`src/rtl/sdp_ctrl_pkg.sv`:
```
// Shared helpers for the sdp_bram controller family: sizing functions,
// read-latency derivation and the packed-address slice macro.
`ifndef SDP_CTRL_PKG_SV
`define SDP_CTRL_PKG_SV

// Selects element idx of width w from a flat packed vector.
`define SDP_ADDR_SLICE(vec, idx, w) vec[(idx)*(w) +: (w)]

package sdp_ctrl_pkg;

  // Number of bits needed to hold the value depth.
  function automatic int clogb2(input int depth);
    int d;
    int r;
    d = depth;
    for (r = 0; d > 0; r++) begin
      d = d >> 1;
    end
    return r;
  endfunction

  // Requester ID width, never narrower than one bit.
  function automatic int id_width(input int num_req);
    int w;
    w = clogb2(num_req - 1);
    return (w < 1) ? 1 : w;
  endfunction

  // BRAM read latency: the output register adds a cycle in HIGH_PERFORMANCE.
  function automatic int rd_lat_of(input string perf);
    return (perf == "LOW_LATENCY") ? 1 : 2;
  endfunction

endpackage

`endif

```
`src/rtl/rr_arbiter.sv`:
```
// Combinational round-robin picker: first eligible index after rr_ptr,
// wrapping modulo NUM_REQ. The pointer register lives in the parent.
module rr_arbiter
  import sdp_ctrl_pkg::*;
#(
  parameter int NUM_REQ = 4,
  parameter int ID_W    = id_width(NUM_REQ)
) (
  input  logic [NUM_REQ-1:0] eligible,
  input  logic [ID_W-1:0]    rr_ptr,
  output logic [NUM_REQ-1:0] grant,
  output logic [ID_W-1:0]    winner
);

  logic [ID_W-1:0] sel;
  logic            found;

  // Scan cyclically starting just past the previous winner.
  always_comb begin
    grant  = '0;
    winner = '0;
    found  = 1'b0;
    sel    = '0;
    for (int off = 1; off <= NUM_REQ; off++) begin
      sel = ID_W'((int'(rr_ptr) + off) % NUM_REQ);
      if (!found && eligible[sel]) begin
        found       = 1'b1;
        grant[sel]  = 1'b1;
        winner      = sel;
      end
    end
  end

endmodule

```
`src/rtl/sdp_bram_rd_arbiter.sv`:
```
// Shares the sdp_bram read port among NUM_REQ requesters with round-robin
// arbitration, tracks the BRAM read latency and tags responses with the
// requester ID. Reads colliding with a same-cycle write are held off.
module sdp_bram_rd_arbiter
  import sdp_ctrl_pkg::*;
#(
  parameter int    NUM_REQ         = 4,
  parameter int    RAM_WIDTH       = 32,
  parameter int    RAM_DEPTH       = 256,
  parameter string RAM_PERFORMANCE = "HIGH_PERFORMANCE",
  parameter int    ADDR_W          = clogb2(RAM_DEPTH - 1),
  parameter int    ID_W            = id_width(NUM_REQ)
) (
  input  logic                      clka,
  input  logic                      rst_n,
  input  logic [NUM_REQ-1:0]        req_valid,
  input  logic [NUM_REQ*ADDR_W-1:0] req_addr,
  output logic [NUM_REQ-1:0]        req_ready,
  input  logic                      wr_en,
  input  logic [ADDR_W-1:0]         wr_addr,
  input  logic [RAM_WIDTH-1:0]      wr_data,
  output logic                      bram_wea,
  output logic [ADDR_W-1:0]         bram_addra,
  output logic [RAM_WIDTH-1:0]      bram_dina,
  output logic                      bram_enb,
  output logic [ADDR_W-1:0]         bram_addrb,
  output logic                      bram_regceb,
  output logic                      bram_rstb,
  input  logic [RAM_WIDTH-1:0]      bram_doutb,
  output logic                      rsp_valid,
  output logic [ID_W-1:0]           rsp_id,
  output logic [RAM_WIDTH-1:0]      rsp_data
);

  localparam int RD_LAT = rd_lat_of(RAM_PERFORMANCE);

  logic [NUM_REQ-1:0] eligible;
  logic [NUM_REQ-1:0] grant;
  logic [ID_W-1:0]    winner_id;
  logic [ID_W-1:0]    rr_ptr_reg;
  logic [ADDR_W-1:0]  addr_hold_reg;
  logic [ADDR_W-1:0]  win_addr;
  logic [RD_LAT-1:0]  vld_reg;
  logic [ID_W-1:0]    id_reg [RD_LAT];

  // A request is eligible unless it targets the address being written this
  // cycle; nothing is granted while reset is asserted.
  genvar gi;
  generate
    for (gi = 0; gi < NUM_REQ; gi++) begin : g_elig
      assign eligible[gi] = rst_n & req_valid[gi] &
                            ~(wr_en & (`SDP_ADDR_SLICE(req_addr, gi, ADDR_W) == wr_addr));
    end
  endgenerate

  rr_arbiter #(
    .NUM_REQ (NUM_REQ),
    .ID_W    (ID_W)
  ) u_rr (
    .eligible (eligible),
    .rr_ptr   (rr_ptr_reg),
    .grant    (grant),
    .winner   (winner_id)
  );

  assign win_addr   = `SDP_ADDR_SLICE(req_addr, int'(winner_id), ADDR_W);
  assign req_ready  = grant;
  assign bram_enb   = |grant;
  assign bram_addrb = bram_enb ? win_addr : addr_hold_reg;

  // Write port is a straight pass-through; writes are never stalled.
  assign bram_wea   = wr_en;
  assign bram_addra = wr_addr;
  assign bram_dina  = wr_data;
  assign bram_rstb  = ~rst_n;

  // Advance the priority pointer and remember the last read address.
  always_ff @(posedge clka or negedge rst_n) begin
    if (!rst_n) begin
      rr_ptr_reg    <= ID_W'(NUM_REQ - 1);
      addr_hold_reg <= '0;
    end else if (bram_enb) begin
      rr_ptr_reg    <= winner_id;
      addr_hold_reg <= win_addr;
    end
  end

  // Valid/ID shift pipeline matching the BRAM read latency.
  always_ff @(posedge clka or negedge rst_n) begin
    if (!rst_n) begin
      vld_reg <= '0;
      for (int i = 0; i < RD_LAT; i++) begin
        id_reg[i] <= '0;
      end
    end else begin
      vld_reg[0] <= bram_enb;
      id_reg[0]  <= winner_id;
      for (int i = 1; i < RD_LAT; i++) begin
        vld_reg[i] <= vld_reg[i-1];
        id_reg[i]  <= id_reg[i-1];
      end
    end
  end

  // The output register only exists in the two-cycle configuration.
  assign bram_regceb = (RD_LAT == 2) ? vld_reg[0] : 1'b0;
  assign rsp_valid   = vld_reg[RD_LAT-1];
  assign rsp_id      = id_reg[RD_LAT-1];
  assign rsp_data    = bram_doutb;

endmodule

```
`config.mk`:
```
export PLATFORM = sky130hd
export DESIGN_NAME = sdp_bram_rd_arbiter
export DESIGN_NICKNAME = d
export VERILOG_FILES = /design/src/rtl/sdp_ctrl_pkg.sv /design/src/rtl/rr_arbiter.sv /design/src/rtl/sdp_bram_rd_arbiter.sv
export SDC_FILE = /design/constraint.sdc
export NUM_CORES = 1
export LEC_CHECK = 0
export BUFFER_PORTS_ARGS = -buffer_cell sky130_fd_sc_hd__buf_2
export CORE_UTILIZATION = 25
export DETAILED_ROUTE_END_ITERATION = 16
export SYNTH_ARGS = -nofsm -noshare
export SYNTH_HDL_FRONTEND = slang
export SYNTH_HIERARCHICAL = 1
export SYNTH_SLANG_ARGS = --single-unit
```
`constraint.sdc`:
```
create_clock -name clka -period 3.9 [get_ports clka]
set_input_delay 0.585 -clock clka [delete_from_list [all_inputs] [get_ports clka]]
set_output_delay 0.585 -clock clka [all_outputs]
set_load 0.02 [all_outputs]
```
# == Word-level counts from Yosys, hierarchy flattened ==
# Cells that the tools add are included.
# W data, S select, Z words.
# totals
reg_bits,16
out_inout_bits,91
wordCells,81
in_bits,111
# classes
bitwise,20
eq_ne,4
shifts,1
reduce_logical,11
mux,28
n_addsub,4
n_lt_le_gt_ge,8
# ops
cell,n
$eq A8 B8 Y1,4
$shiftx A32 B6 Y8,1
$mux W4,4
$and A1 B1 Y1,12
$lt A2 B3 Y1 const B,4
$or A4 B4 Y4,3
$mux W1,11
$bmux W1 S2,4
$demux W1 S2,4
$ge A2 B1 Y1 const B,4
$mux W2,4
$mux W8,1
$logic_and A1 B1 Y1,7
$not A1 Y1,5
$add A2 B1 Y2 const B,2
$add A2 B2 Y2 const B,2
$reduce_or A4 Y1,1
$logic_not A1 Y1,3

# == Depth between registers and ports, before layout ==
# depth
ltp_word,18
depth_mapped,11
depth_no_buf,9

# == By module ==
# Netlist, hierarchy kept.
# modules_own_cells
mod,area_per_inst_um2,cells_each,seq_area_each_um2,n_inst
sdp_bram_rd_arbiter,1670.4,163,402.9,1
rr_arbiter,490.5,59,0.0,1

# == Worst setup path before layout ==
# No wires, ideal clock.
# synth_path
path_kind,input to output
start,in req_addr[12]
end,out bram_addrb[0]
cell_stages,10
arrival_ns,3.390
n_path_buf,1
path_slack_ns,-0.075
t_required_ns,3.315
cell_sequence,xor2_1 -> nor4_1 -> a41oi_1 -> mux4_2 -> nand2_1 -> o21ai_1 -> a221o_1 -> nor4_1 -> buf_4 -> mux2_2
# synth_via
elab_chain_cells,18
# synth_rtl
item,line_no,source
start: declaration,sdp_bram_rd_arbiter.sv:17,"input logic [NUM_REQ*ADDR_W-1:0] req_addr,"
$eq A8 B8 Y1 (no source line) *,n/a,
$and A1 B1 Y1 *,sdp_bram_rd_arbiter.sv:52,"~(wr_en & (`SDP_ADDR_SLICE(req_addr, gi, ADDR_W) == wr_addr));"
$not A1 Y1 *,sdp_bram_rd_arbiter.sv:52,
$and A1 B1 Y1 *,sdp_bram_rd_arbiter.sv:51,assign eligible[gi] = rst_n & req_valid[gi] &
net eligible[1],sdp_bram_rd_arbiter.sv:37,logic [NUM_REQ-1:0] eligible;
$bmux W1 S2,rr_arbiter.sv:26,if (!found && eligible[sel]) begin
$mux W1 (implied by the code),rr_arbiter.sv:26,
$mux W1,rr_arbiter.sv:26,
[... 4 more ...],n/a,
$logic_and A1 B1 Y1,rr_arbiter.sv:26,
$mux W1,rr_arbiter.sv:26,
$logic_not A1 Y1,rr_arbiter.sv:26,
$logic_and A1 B1 Y1,rr_arbiter.sv:26,
$mux W4 *,rr_arbiter.sv:26,
net req_ready[1],sdp_bram_rd_arbiter.sv:18,"output logic [NUM_REQ-1:0] req_ready,"
$reduce_or A4 Y1 *,sdp_bram_rd_arbiter.sv:68,assign bram_enb = |grant;
$mux W8 *,n/a,
end: declaration,sdp_bram_rd_arbiter.sv:26,"output logic [ADDR_W-1:0] bram_addrb,"
# The timed path passes the listed nets; every way through them passes the cells marked *. The select of a mux whose other input is x is not followed.

# == Worst setup path after layout ==
# layout_path
start,in wr_addr[5]
end,out bram_addrb[5]
# layout_via
elab_chain_cells,18
# layout_rtl
item,line_no,source
start: declaration,sdp_bram_rd_arbiter.sv:20,"input logic [ADDR_W-1:0] wr_addr,"
$eq A8 B8 Y1 (no source line) *,n/a,
$and A1 B1 Y1 *,sdp_bram_rd_arbiter.sv:52,
$not A1 Y1 *,sdp_bram_rd_arbiter.sv:52,
$and A1 B1 Y1 *,sdp_bram_rd_arbiter.sv:51,
net eligible[3],sdp_bram_rd_arbiter.sv:37,
$bmux W1 S2,rr_arbiter.sv:26,
$mux W1 (implied by the code),rr_arbiter.sv:26,
$mux W1,rr_arbiter.sv:26,
[... 3 more ...],n/a,
$logic_not A1 Y1,rr_arbiter.sv:26,
$logic_and A1 B1 Y1,rr_arbiter.sv:26,
$mux W1,rr_arbiter.sv:26,
$logic_not A1 Y1,rr_arbiter.sv:26,
$logic_and A1 B1 Y1,rr_arbiter.sv:26,
$mux W2 or $mux W4 (tied branches),rr_arbiter.sv:26,
$shiftx A32 B6 Y8 (no source line) or $reduce_or A4 Y1 (tied branches),n/a,
$mux W8 *,n/a,
# Marks and branches as above.

==> summary.md <==
| Metric | Value |
|---|---|
| Outcome | complete, but fails checks |
| Failing checks | negative setup slack |
| Post-synthesis cell type count | 35 |
| Crit share post-route | 107.0% |
| H-Tree Depth | 1 |
| Vias | 1757 |
| Global Route Usage Sum | 14.35% |
| Async set-reset flop share out of synthesis | 100.0% |
| Input/output buffers | 73 |
| Synth Flop Type | dfrtp_1 |
| Die height | ~95 um |
| Worst r2r src | rr_ptr_reg[0] |
| Sequential area share after synthesis | between 10% and 20% |
| Peak Freq | around 240 MHz |
| Slew Limit Fails | 0 |
| Die X | ~95 um |
| Avg Inst Size Synth | slightly below 10 um^2 |
| Worst slack at placement | -0.5192 ns |
| CP arrival | 3.59 ns |
| Syn Inst Count | 222 |
| Mapped cell area | ~2200 um^2 |
| Register bit total from synthesis | 16 |
| Final Net Count | ~390 |
| Final setup skew | 0.01508 ns |
| Vias per cell | approximately 4.7 |
| P&R area growth vs syn | 30.63% |
| Layout fillers | slightly above 800 |
| Synth Warn # | 6 |
| WP data required | 3.31 ns |
| CTS tree | done |
| Final setup violating endpoints | 9 |
| Fin. Hold Viols | 0 |
| Slew HR | between 70% and 80% |
| CP startpoint kind | primary input |
| Number of hold buffers added after CTS | 0 |
| # Max-Cap Violations | 0 |
| Crit Path Class | in -> out |
| Crit path max fanout | 6 |
| Post-DP HPWL | between 4 and 5 mm |
| Largest register FFs | 8 |
| Clock Latency Late Sink | around 0.26 ns |
| DR WL/cell | ~17 um |
| I/O pin total | 202 |
| Final wirelength | between 6 and 7 mm |
| Clk buf depth | 2 |
| Pre-Repair DR Iteration Count | 4 |
| CTS Sinks | 16 |
| Maximum VDD drop | between 0.0005 and 0.0006 V |
| Hold WS | approximately 0.32 ns |
| Cells after DPL | 357 |
| Reg-to-reg endpoint | rr_ptr_reg[1] |
| Power per standard cell area | roughly 1100 nW/um^2 |
| Remaining global-route overflow | 0 |
| Core area | 8299 um^2 |
| Worst Max-Slew Pin Slew | 0.3455 ns |
| GPL Wtd Cong | about 0.84 |
| LEAKAGE | 1.288 nW |
| EDFF count, synth | 0 |
| Die Area | 9019 um^2 |
| First-pass GRT wire length | 9.694 mm |
| Fraction of layout cells with a size suffix above 1 | 67.17% |
| Post-layout min period | around 4.2 ns |
| Largest net degree at the start of global routing | 18 |
| Initial DRC count | roughly 130 |
| Antenna violations before repair | 0 |
| RSZ-0062 raised after global routing | true |
| CTS root buf | clkbuf_8 |
| Post-route setup slack | -0.2726 ns |
| Total CTS buffers | 3 |
| Antenna cells | 0 |
| R2r worst-path depth | 10 |
| Final std cells w/o fill | between 300 and 400 |
| Row cnt | 33 |
| R2R setup slack | between 0.8 and 0.9 ns |
| Number of global-route vias before repair | 1764 |
| # DRC | 0 |
| Antenna-violating nets left | 0 |
| Worst setup EP type | primary output |
| Syn Nets | 341 |
| Starting Density | 26.04% |
| Clk slew on worst S/H paths | 0.08 ns |
| Hold/Removal Path Class | in -> async |
-- kinds of logic (layout without fill, tap and decap cells) --
| group | after synthesis | in the layout | share of synthesized area (%) |
|---|---|---|---|
| DFF | 16 | 16 | 18.65 |
| buffers and inverters | 87 | 130 | 29.53 |
| and+or+nand+nor | 31 | 31 | 7.470 |
| AOI/OAI and AO/OA | 27 | 27 | 10.60 |
| adders and majority gates | 8 | 8 | 4.632 |
| muxes | 21 | 21 | 16.16 |
| xor gates and xnor gates | 32 | 32 | 12.97 |
-- placed cells by master (no fill, tap or decap), drive strengths merged, types with 8 or more instances in the layout --
cell   Yosys  routed
buf       80     120
nand2     13      13
mux4      10      10
o21ai      8       8
dfrtp     14      14
ha         8       8
mux2      11      11
xor2      28      28
-- worst max-delay path by stage --
stage	cells past startpoint	endpoint	from
floorplan	10	bram_addrb[0]	req_addr[12]
global placement	13	bram_addrb[5]	wr_addr[6]
detailed placement	12	bram_addrb[1]	wr_addr[6]
CTS	13	bram_addrb[5]	req_addr[16]
global route	13	bram_addrb[5]	req_addr[23]
finish	14	bram_addrb[5]	wr_addr[5]
-- where the power goes --
group	total [W]	switching, W	internal, W
clock	0.000160	0.0000703	0.0000898
sequential	0.000299	0.0000246	0.000274
combinational	0.00256	0.00120	0.00136
total	0.00302	0.00130	0.00172
-- what timing repair did --
item	CTS	global route
setup buffers	5	4
endpoints found under the hold margin	0	0
gates resized for setup	70	12
pin swaps	15	8
endpoints found under the setup margin	9	9
gates cloned	1	0
-- per-stage QoR --
stage | power [W] | setup TNS, ns | cell area (um^2) | utilization [%]
global placement | 0.002172 | -3.514 | 2354 | 28.36
finish | 0.003017 | -2.213 | 2823 | 34.01
global route | 0.003200 | -3.131 | 2823 | 34.01
detailed placement | 0.002196 | -4.052 | 2354 | 28.36
CTS | 0.002944 | -2.015 | 2754 | 33.18
floorplan | 0.001688 | -0.07650 | 2175 | -
-- area by class of cell --
class / instances / area, um^2 / area share, %
inverters: 6 / 22.52 / 0.7979
repair buffers: 120 / 870.8 / 30.85
flip-flops and latches: 16 / 402.9 / 14.27
well taps: 105 / 131.4 / 4.654
clock buffers: 4 / 55.05 / 1.950
multi-input cells: 119 / 1340 / 47.47
-- metal layers --
layer,vias to the layer above,GRT usage [%],share of wire [%]
met5,-,0,0
met4,0,4.419,2.4
met3,26,3.784,7.3
met2,79,23.50,48
met1,872,18.33,42
li1,780,-,-
-- worst max-delay path: stages --
cell     delay, ns
buf_2         0.12
buf_4         0.14
xor2_2        0.14
nor3_1        0.21
a41oi_2       0.24
mux4_2        0.58
buf_6         0.15
nand2_2       0.06
o21ai_2       0.05
a221o_1       0.32
nor4_4        0.31
buf_6         0.22
mux2_4        0.33
buf_6         0.14
-- synth_stat cells (2+ instances only) --
master	number	area share, %
a21oi_1	2	0.46
a221o_1	4	1.9
a41oi_1	4	1.6
and3b_1	2	0.81
buf_4	77	27
buf_6	3	1.6
dfrtp_1	14	16
dfstp_2	2	2.4
ha_1	8	4.6
inv_1	5	0.87
mux2_2	11	5.7
mux4_2	10	10
nand2_1	13	2.3
nor2_1	2	0.35
nor3_1	5	1.2
nor4_1	5	1.4
o21ai_0	2	0.46
o21ai_1	6	1.4
xnor2_1	4	1.6
xor2_1	28	11
Note: power is estimated with default switching activity, not from simulation.
